[src/rtl/gcd_seq_client.sv]
// Initiator that folds a stream of operands into one GCD by issuing one
// {acc, operand} request at a time to an external GCD server.
module gcd_seq_client #(
  parameter int p_nbits = 16
) (
  input  logic                 clk,
  input  logic                 reset,
  input  logic [p_nbits:0]     in_msg,
  input  logic                 in_val,
  output logic                 in_rdy,
  output logic [2*p_nbits-1:0] gcdreq_msg,
  output logic                 gcdreq_val,
  input  logic                 gcdreq_rdy,
  input  logic [p_nbits-1:0]   gcdresp_msg,
  input  logic                 gcdresp_val,
  output logic                 gcdresp_rdy,
  output logic [p_nbits-1:0]   out_msg,
  output logic                 out_val,
  input  logic                 out_rdy
);

  typedef enum logic [2:0] {
    ST_IDLE    = 3'd0,
    ST_WAIT_IN = 3'd1,
    ST_REQ     = 3'd2,
    ST_RESP    = 3'd3,
    ST_DONE    = 3'd4
  } state_t;

  state_t             state_r;
  state_t             next_state_s;
  logic [p_nbits-1:0] acc_r;
  logic [p_nbits-1:0] opnd_r;
  logic               last_r;
  logic [p_nbits-1:0] acc_next_s;
  logic [p_nbits-1:0] opnd_next_s;
  logic               last_next_s;

  logic               in_rdy_r;
  logic               gcdreq_val_r;
  logic               gcdresp_rdy_r;
  logic               out_val_r;

  logic [p_nbits-1:0] in_opnd_s;
  logic               in_last_s;
  logic               in_fire_s;
  logic               req_fire_s;
  logic               resp_fire_s;
  logic               out_fire_s;

  assign in_opnd_s   = in_msg[p_nbits-1:0];
  assign in_last_s   = in_msg[p_nbits];

  // Handshakes qualify only with registered ready/valid, so no val->rdy path exists
  assign in_fire_s   = in_val && in_rdy_r;
  assign req_fire_s  = gcdreq_val_r && gcdreq_rdy;
  assign resp_fire_s = gcdresp_val && gcdresp_rdy_r;
  assign out_fire_s  = out_val_r && out_rdy;

  // Next-state and datapath update selection
  always_comb begin
    next_state_s = state_r;
    acc_next_s   = acc_r;
    opnd_next_s  = opnd_r;
    last_next_s  = last_r;
    case (state_r)
      ST_IDLE: begin
        if (in_fire_s) begin
          acc_next_s   = in_opnd_s;
          last_next_s  = in_last_s;
          next_state_s = in_last_s ? ST_DONE : ST_WAIT_IN;
        end else begin
          next_state_s = ST_IDLE;
        end
      end
      ST_WAIT_IN: begin
        if (in_fire_s) begin
          opnd_next_s  = in_opnd_s;
          last_next_s  = in_last_s;
          next_state_s = ST_REQ;
        end else begin
          next_state_s = ST_WAIT_IN;
        end
      end
      ST_REQ: begin
        if (req_fire_s) begin
          next_state_s = ST_RESP;
        end else begin
          next_state_s = ST_REQ;
        end
      end
      ST_RESP: begin
        if (resp_fire_s) begin
          acc_next_s   = gcdresp_msg;
          next_state_s = last_r ? ST_DONE : ST_WAIT_IN;
        end else begin
          next_state_s = ST_RESP;
        end
      end
      ST_DONE: begin
        if (out_fire_s) begin
          next_state_s = ST_IDLE;
        end else begin
          next_state_s = ST_DONE;
        end
      end
      default: begin
        // Unused encodings recover to IDLE and drop any partial result
        next_state_s = ST_IDLE;
      end
    endcase
  end

  // State, datapath and handshake-output registers; handshakes decoded from next state
  always_ff @(posedge clk) begin
    if (reset) begin
      state_r       <= ST_IDLE;
      acc_r         <= {p_nbits{1'b0}};
      opnd_r        <= {p_nbits{1'b0}};
      last_r        <= 1'b0;
      in_rdy_r      <= 1'b1;
      gcdreq_val_r  <= 1'b0;
      gcdresp_rdy_r <= 1'b0;
      out_val_r     <= 1'b0;
    end else begin
      state_r       <= next_state_s;
      acc_r         <= acc_next_s;
      opnd_r        <= opnd_next_s;
      last_r        <= last_next_s;
      in_rdy_r      <= (next_state_s == ST_IDLE) || (next_state_s == ST_WAIT_IN);
      gcdreq_val_r  <= (next_state_s == ST_REQ);
      gcdresp_rdy_r <= (next_state_s == ST_RESP);
      out_val_r     <= (next_state_s == ST_DONE);
    end
  end

  // acc/opnd are frozen in REQ and DONE, so both messages stay stable while held
  assign in_rdy      = in_rdy_r;
  assign gcdreq_val  = gcdreq_val_r;
  assign gcdreq_msg  = {acc_r, opnd_r};
  assign gcdresp_rdy = gcdresp_rdy_r;
  assign out_val     = out_val_r;
  assign out_msg     = acc_r;

endmodule

[config.mk]
export PLATFORM = sky130hd
export DESIGN_NAME = gcd_seq_client
export DESIGN_NICKNAME = d
export VERILOG_FILES = /design/src/rtl/gcd_seq_client.sv
export SDC_FILE = /design/constraint.sdc
export NUM_CORES = 1
export LEC_CHECK = 0
export BUFFER_PORTS_ARGS = -buffer_cell sky130_fd_sc_hd__buf_2
export CAP_MARGIN = 20
export CORE_ASPECT_RATIO = 0.8
export CORE_MARGIN = 1
export CORE_UTILIZATION = 53
export CTS_BUF_LIST = sky130_fd_sc_hd__clkbuf_8
export DETAILED_ROUTE_END_ITERATION = 10
export PLACE_DENSITY = 0.87
export SKIP_LAST_GASP = 1
export SLEW_MARGIN = 20
export SYNTH_ARGS = -nofsm -noshare
export SYNTH_HDL_FRONTEND = slang
export SYNTH_SLANG_ARGS = --single-unit
[constraint.sdc]
create_clock -name clk -period 2.4 [get_ports clk]
set_clock_uncertainty 0.15 [all_clocks]
set_input_delay 0.24 -clock clk [delete_from_list [all_inputs] [get_ports clk]]
set_output_delay 0.24 -clock clk [all_outputs]
set_load 0.01 [all_outputs]
==> results.sh, run 1 <==
export IMPL_drive_above_1_share_pct=44.8
export IMPL_num_rows=19
export IMPL_wl_met3_um=537
export IMPL_drt_met1_wl_mm=2.48
export IMPL_drtIter0Drc=246
export IMPL_netlist_area_mm2=0.00208
export IMPL_power_density_mw_per_mm2=770
export IMPL_nNetsFinal=326
export IMPL_place_hpwl_mm=3.85
export IMPL_syn_num_nets=262
export IMPL_synthXorXnorAreaFrac_pct=0
export IMPL_crit_start="state_r[0]"
export IMPL_r2r_end="out_msg[15]"
export IMPL_synth_compound_area_share_pct=31.8
export IMPL_cp_slowest_cell="dfxtp_1"
export IMPL_io_buffers=90
export IMPL_crit_path_end_kind="register"
export IMPL_drc=0
export IMPL_clock_sinks=40
export IMPL_io_pins=91
export IMPL_worstMarginPinSlew_ns=0.715
export IMPL_worstPathMaxFanout=12
export IMPL_ant_nets=0
export IMPL_grt_pass1_vias=1711
export IMPL_wire_per_inst_um=16.5
export IMPL_chipHeight_um=58.1
export IMPL_leakagePower_nw=1.10
export IMPL_synth_seq_cells=40
export IMPL_final_core_util_pct=69.6
export IMPL_fmax_mhz=530
export IMPL_synth_fa_ha_area_share_pct=0
export IMPL_cts_resized=0
export IMPL_via_per_inst=6.11
export IMPL_path_cells="clkinv_1, buf_4, a221oi_1, a311oi_2"
export IMPL_vias=2078
export IMPL_rsz0062_at_grt="no"
export IMPL_ir_drop_mv=0.446
export IMPL_final_max_slew_viol_count=0
export IMPL_fin_tns_setup_ns=0
export IMPL_hold_path_cell_count=3
export IMPL_cts_htree_levels=2
export IMPL_ctsHoldBuffers=0
export IMPL_cts_root_buf="clkbuf_8"
export IMPL_relSlewSlack_pct=52.3
export IMPL_min_period_over_period_pct=78.6
export IMPL_worstPathArrival_ns=1.90
export IMPL_yosys_top_cells_area="dfxtp_1, nand3_1, buf_4"
export IMPL_status="completed"
export IMPL_antenna_found_initial=0
export IMPL_die_w_um=72.1
export IMPL_grt_max_degree=50
export IMPL_drv_cap=0
export IMPL_fin_hold_ws_ns=0.0499
export IMPL_worstRegToRegCells=4
export IMPL_worstSetupStartpointType="register"
export IMPL_clkTransAtPathRegs_ns=0.07
export IMPL_synth_area_per_cell_um2=9.34
export IMPL_routed_top_layer="met4"
export IMPL_hp_start="in_msg[5]"
export IMPL_floorplan_initialDensity_pct=58.0
export IMPL_crit_type="reg2reg"
export IMPL_yosysWarnings=0
export IMPL_cts_tree="done"
export IMPL_period_needed_ns=1.89
export IMPL_reg2reg_from="state_r[0]"
export IMPL_timing_final_hold_violations=0
export IMPL_critical_path_max_stage_delay_ns=0.56
export IMPL_yosysUniqueCellTypes=36
export IMPL_track_usage_pct=27.1
export IMPL_synth_top_cell_area_share_pct=38.4
export IMPL_cts_setup_buffers=0
export IMPL_synth_top_family_by_area="compound AO/OA/AOI/OAI gates"
export IMPL_synth_top_area_cell="dfxtp_1"
export IMPL_overflow=0
export IMPL_synthSimpleGateAreaFrac_pct=16.5
export IMPL_r2r_slack_ns=0.51
export IMPL_met2WireLength_mm=2.53
export IMPL_clock_latency_ns=0.29
export IMPL_setup_viol=0
export IMPL_ys_seq_area_share_pct=38.4
export IMPL_firstDrtPassIters=5
export IMPL_grt_pass1_wl_mm=8.65
export IMPL_synthToLayoutAreaGrowth_pct=20.0
export IMPL_worstPathRequired_ns=2.42
export IMPL_synthMuxAreaShare_pct=0
export IMPL_netlist_instances=223
export IMPL_numCtsBuffers=5
export IMPL_fp_dieArea_mm2=0.00419
export IMPL_hold_end="opnd_r[5]"
export IMPL_gp_congestion=0.882
export IMPL_routed_wl_mm=5.62
export IMPL_clk_path_buf_depth=2
export IMPL_fp_coreArea_mm2=0.00359
export IMPL_diodes=0
export IMPL_hp_class="in2reg"
[area by class of cell]
cell class,instances,area [um2]
multi-input combinational,142,1020
timing repair buffer,97,515
clock buffer,6,82.6
inverter,1,3.75
tap,52,65.1
fill,275,1090
clock inverter,2,7.51
sequential,40,801
[sequential cells by signal, indices dropped and copies added (netlist names)]
signal / count
opnd_r: 16
out_msg: 16
last_r: 1
state_r: 3
gcdreq_val: 1
gcdresp_rdy: 1
in_rdy: 1
out_val: 1
[worst max-delay path: cells and delay by family (launching register included)]
kind	cells	cell delay [ns]
flops	1	0.56
buf+inv	2	0.65
compound gates	2	0.39
[cells by family (layout without fill, tap and decap cells)]
logic type             after synthesis  count (layout)
DFF                                 40              40
buffers and inverters               41             106
and+or+nand+nor                     65              65
AOI/OAI and AO/OA                   77              77
[power breakdown]
group	switching, W	leakage [nW]	total, W	internal (W)
logic	0.000377	0.722	0.000651	0.000274
clock network	0.000227	0.0538	0.000453	0.000226
registers	0.0000776	0.327	0.000821	0.000743
total	0.000682	1.10	0.00193	0.00124
[metrics by stage]
stage	total power (W)	std cells	worst slack (ns)	instance area (um2)
after floorplan	0.00133	223	0.815	2080
after global placement	0.00146	332	0.573	2410
after detailed placement	0.00148	332	0.528	2410
after CTS	0.00193	340	0.505	2500
after global routing	0.00202	340	0.394	2500
final	0.00193	340	0.513	2500
[cell usage after synthesis]
master	instances
a211oi_1	1
nor3_1	1
a21oi_1	19
nand3b_2	1
a221oi_1	7
nand4bb_1	1
nor2_1	1
a31oi_1	3
buf_4	21
or3_1	1
clkinv_1	1
nand2_1	17
nor2b_2	1
a22o_4	1
o21a_1	1
nor4_1	1
or2_2	2
nor4bb_1	1
and4_1	1
a311oi_1	7
nand3b_1	1
a221oi_2	9
and3b_1	1
buf_6	2
nand3_1	32
a311oi_2	10
clkbuf_1	7
buf_12	1
clkbuf_4	1
nand2b_1	1
o21ai_0	17
a22oi_1	1
buf_2	8
a2111oi_2	1
dfxtp_1	40
and3_1	2
[worst max path at each step]
stage	end	slack, ns	cells after the start
after floorplan	out_msg[15]	0.82	5
after global placement	out_msg[15]	0.57	4
after detailed placement	out_msg[15]	0.53	4
after CTS	out_msg[15]	0.50	4
after global routing	out_msg[1]	0.39	4
final	out_msg[15]	0.51	4
[layer usage]
layer | GRT usage (%) | vias up
li1 | - | 964
met1 | 39.4 | 979
met2 | 40.2 | 126
met3 | 5.39 | 9
met4 | 9.24 | 0
met5 | 0 | -
[cell usage in the layout, fill, tap and decap left out, types with 2 or more instances in the layout]
cell,n
a311oi_1,7
nand3_1,32
a221oi_2,9
clkbuf_8,6
nand2_1,17
dfxtp_1,40
o21ai_0,17
a31oi_1,3
and3_1,2
or2_2,2
a21oi_1,19
buf_4,6
inv_1,2
a221oi_1,7
a311oi_2,10
buf_2,90
Note: power is estimated with default switching activity, not from simulation.
==> inputs of run 2 (changes only) <==
--- a/config.mk
+++ b/config.mk
@@ -5,14 +5,15 @@
 export SDC_FILE = /design/constraint.sdc
 export NUM_CORES = 1
 export LEC_CHECK = 0
+export ABC_AREA = 1
 export BUFFER_PORTS_ARGS = -buffer_cell sky130_fd_sc_hd__buf_2
 export CAP_MARGIN = 20
 export CORE_ASPECT_RATIO = 0.8
 export CORE_MARGIN = 1
-export CORE_UTILIZATION = 53
+export CORE_UTILIZATION = 42
 export CTS_BUF_LIST = sky130_fd_sc_hd__clkbuf_8
 export DETAILED_ROUTE_END_ITERATION = 10
-export PLACE_DENSITY = 0.87
+export PLACE_DENSITY = 0.76
 export SKIP_LAST_GASP = 1
 export SLEW_MARGIN = 20
 export SYNTH_ARGS = -nofsm -noshare
==> constraint.sdc (replaced) <==
create_clock -name clk -period 1.7 [get_ports clk]
set_clock_uncertainty 0.15 [all_clocks]
set_input_delay 0.17 -clock clk [delete_from_list [all_inputs] [get_ports clk]]
set_output_delay 0.17 -clock clk [all_outputs]
set_load 0.01 [all_outputs]
==> run 2 against run 1 <==
Via count decreased by 10%. Utilization is 12 points lower. Clock power rose by 130%. Die area rose by 9.9%. Global-route usage decreased by 6.8 points. Fmax is 21% higher. Cell count increased by 18%. Total power is 75% higher. Wire length shrank 16%. First-iteration DRC count down 53%. Sequential power is 55% higher. Critical path type unchanged. Highest routed layer unchanged.
==> results.sh, run 2 <==
export IMPL_status="completed"
export IMPL_fp_coreArea_mm2=0.00418
export IMPL_grt_pass1_vias=1486
export IMPL_die_w_um=75.6
export IMPL_clk_path_buf_depth=2
export IMPL_critPathMostFrequentCell="nand2_1"
export IMPL_yosysUniqueCellTypes=21
export IMPL_yosysMostFrequentCell="nor2_1"
export IMPL_synth_common_cells="nor2_1, nand2_1, dfxtp_1"
export IMPL_nNetsFinal=382
export IMPL_worstPathArrival_ns=1.63
export IMPL_num_rows=21
export IMPL_io_buffers=90
export IMPL_syn_num_nets=301
export IMPL_timing_final_hold_violations=0
export IMPL_final_max_slew_viol_count=0
export IMPL_hp_class="in2reg"
export IMPL_drtIter0Drc=115
export IMPL_synthSimpleGateAreaFrac_pct=33.4
export IMPL_ys_flop_type="dfxtp_1"
export IMPL_synth_compound_area_share_pct=10.0
export IMPL_fill_cells=392
export IMPL_clkTransAtPathRegs_ns=0.08
export IMPL_period_needed_ns=1.55
export IMPL_final_common_cell="buf_2"
export IMPL_synth_seq_cells=40
export IMPL_ys_seq_area_share_pct=44.0
export IMPL_synth_top_area_cell="dfxtp_1"
export IMPL_setup_viol=0
export IMPL_rsz0062_at_grt="no"
export IMPL_clkPwrFrac_pct=31.4
export IMPL_drv_cap=0
export IMPL_cts_root_buf="clkbuf_8"
export IMPL_worstPathRequired_ns=1.78
export IMPL_switching_share_pct=32.5
export IMPL_numCtsBuffers=5
export IMPL_synth_fa_ha_area_share_pct=0
export IMPL_ir_drop_mv=0.710
export IMPL_final_core_util_pct=57.8
export IMPL_hold_path_cell_count=3
export IMPL_netlist_instances=262
export IMPL_fp_dieArea_mm2=0.00460
export IMPL_netlist_area_mm2=0.00182
export IMPL_track_usage_pct=20.3
export IMPL_yosys_top_cells_area="dfxtp_1, nor2_1, nand2_1"
export IMPL_routed_wl_mm=4.72
export IMPL_fin_tns_setup_ns=0
export IMPL_place_inst=388
export IMPL_synthToLayoutAreaGrowth_pct=32.6
export IMPL_yosysWarnings=0
export IMPL_p_int_w=0.00228
export IMPL_gp_congestion=0.917
export IMPL_grt_max_degree=35
export IMPL_dp_worst_setup_slack_ns=0.142
export IMPL_finalPower_w=0.00337
export IMPL_floorplan_initialDensity_pct=43.6
export IMPL_synthMuxAreaShare_pct=0
export IMPL_firstDrtPassIters=4
export IMPL_fmax_mhz=643
export IMPL_mostFrequentLayoutCells="buf_2, nor2_1, nand2_1"
export IMPL_cp_slowest_cell="dfxtp_1"
export IMPL_diodes=0
export IMPL_async_flop_share_pct=0
export IMPL_worstPathMaxFanout=10
export IMPL_relSlewSlack_pct=80.1
export IMPL_via_per_inst=4.65
export IMPL_power_density_mw_per_mm2=1400
export IMPL_overflow=0
export IMPL_leakagePower_nw=1.29
export IMPL_ant_nets=0
export IMPL_synth_area_per_cell_um2=6.95
export IMPL_drc=0
export IMPL_synth_edf_count=0
export IMPL_crit_path_end_kind="register"
export IMPL_p_sw_w=0.00110
export IMPL_grt_pass1_wl_mm=6.80
export IMPL_vias=1865
export IMPL_synth_top_family_by_area="simple AND/OR/NAND/NOR gates"
export IMPL_worstMarginPinSlew_ns=0.298
export IMPL_antenna_found_initial=0
export IMPL_power_frac_seq_pct=37.7
export IMPL_crit_type="reg2reg"
export IMPL_wire_per_inst_um=11.8
export IMPL_clock_sinks=40
export IMPL_worstRegToRegCells=7
export IMPL_io_pins=91
export IMPL_path_cells="nand2_1, nor2_4, nand2_1, nand2_2, buf_4, o21ai_0, nor2_1"
export IMPL_drive_above_1_share_pct=32.6
export IMPL_fin_ws_ns=0.145
export IMPL_place_hpwl_mm=3.51
export IMPL_worstSetupStartpointType="register"
export IMPL_clock_latency_ns=0.29
export IMPL_synthXorXnorAreaFrac_pct=0
export IMPL_chipHeight_um=60.9
export IMPL_min_period_over_period_pct=91.5
export IMPL_cts_tree="done"
export IMPL_cts_setup_buffers=0
export IMPL_fin_cells=401
export IMPL_combPwrFrac_pct=30.8
export IMPL_cts_htree_levels=2
export IMPL_critical_path_max_stage_delay_ns=0.43
export IMPL_synth_top_cell_area_share_pct=44.0
[run 2: per-layer routing]
| layer | vias to the layer above | share of wire, % | GRT usage (%) |
|---|---|---|---|
| met1 | 823 | 46 | 27.3 |
| met5 | - | 0 | 0 |
| li1 | 969 | - | - |
| met3 | 5 | 6.0 | 5.15 |
| met4 | 0 | 0.70 | 7.67 |
| met2 | 68 | 47 | 31.5 |
[run 2: power groups by stage]
stage,clock network (W),registers (W),logic (W)
4_1_cts,0.00107,0.00127,0.00104
5_1_grt,0.00112,0.00130,0.00117
3_5_place_dp,0,0.00129,0.00103
2_1_floorplan,0,0.00136,0.000672
6_report,0.00106,0.00127,0.00104
3_3_place_gp,0,0.00128,0.00101
[run 2: kinds of logic after synthesis]
group           after synthesis
simple gates                151
compound gates               36
buf+inv                      35
flops                        40
[run 2: what timing repair did]
item | 4_1_cts | 5_1_grt
setup endpoints to repair | 0 | 2
gates resized for setup | 0 | 1
hold endpoints to repair | 9 | 0
hold buffers | 5 | 0
[run 2: area by class of cell]
cell class	count	area [um2]	area share, %
clock inverters	3	90.1	3.73
inverters	9	37.5	1.55
multi-input cells	187	796	33.0
flip-flops and latches	40	801	33.2
well taps	57	71.3	2.95
repair buffers	100	551	22.8
clock buffers	5	68.8	2.85
[run 2: worst paths after layout]
| kind | start | endpoint | slack (ns) |
|---|---|---|---|
| min | in_msg[6] | opnd_r[6] | 0.01 |
| max reg2reg | state_r[0] | out_msg[6] | 0.15 |
| max | state_r[0] | out_msg[6] | 0.15 |
| min reg2reg | last_r | last_r | 0.33 |
[run 2: stage by stage]
stage / hold slack, ns / area, um2
3_5_place_dp: 0.297 / 2200
4_1_cts: 0.00432 / 2410
3_3_place_gp: 0.290 / 2200
5_1_grt: 0.0299 / 2410
6_report: 0.0125 / 2410
2_1_floorplan: 0.0891 / 1820
[run 2: critical path, delay by kind of cell, from the launching register on]
family          cells  cell delay, ns
compound gates      1            0.10
simple gates        5            0.63
flops               1            0.43
buf+inv             1            0.19
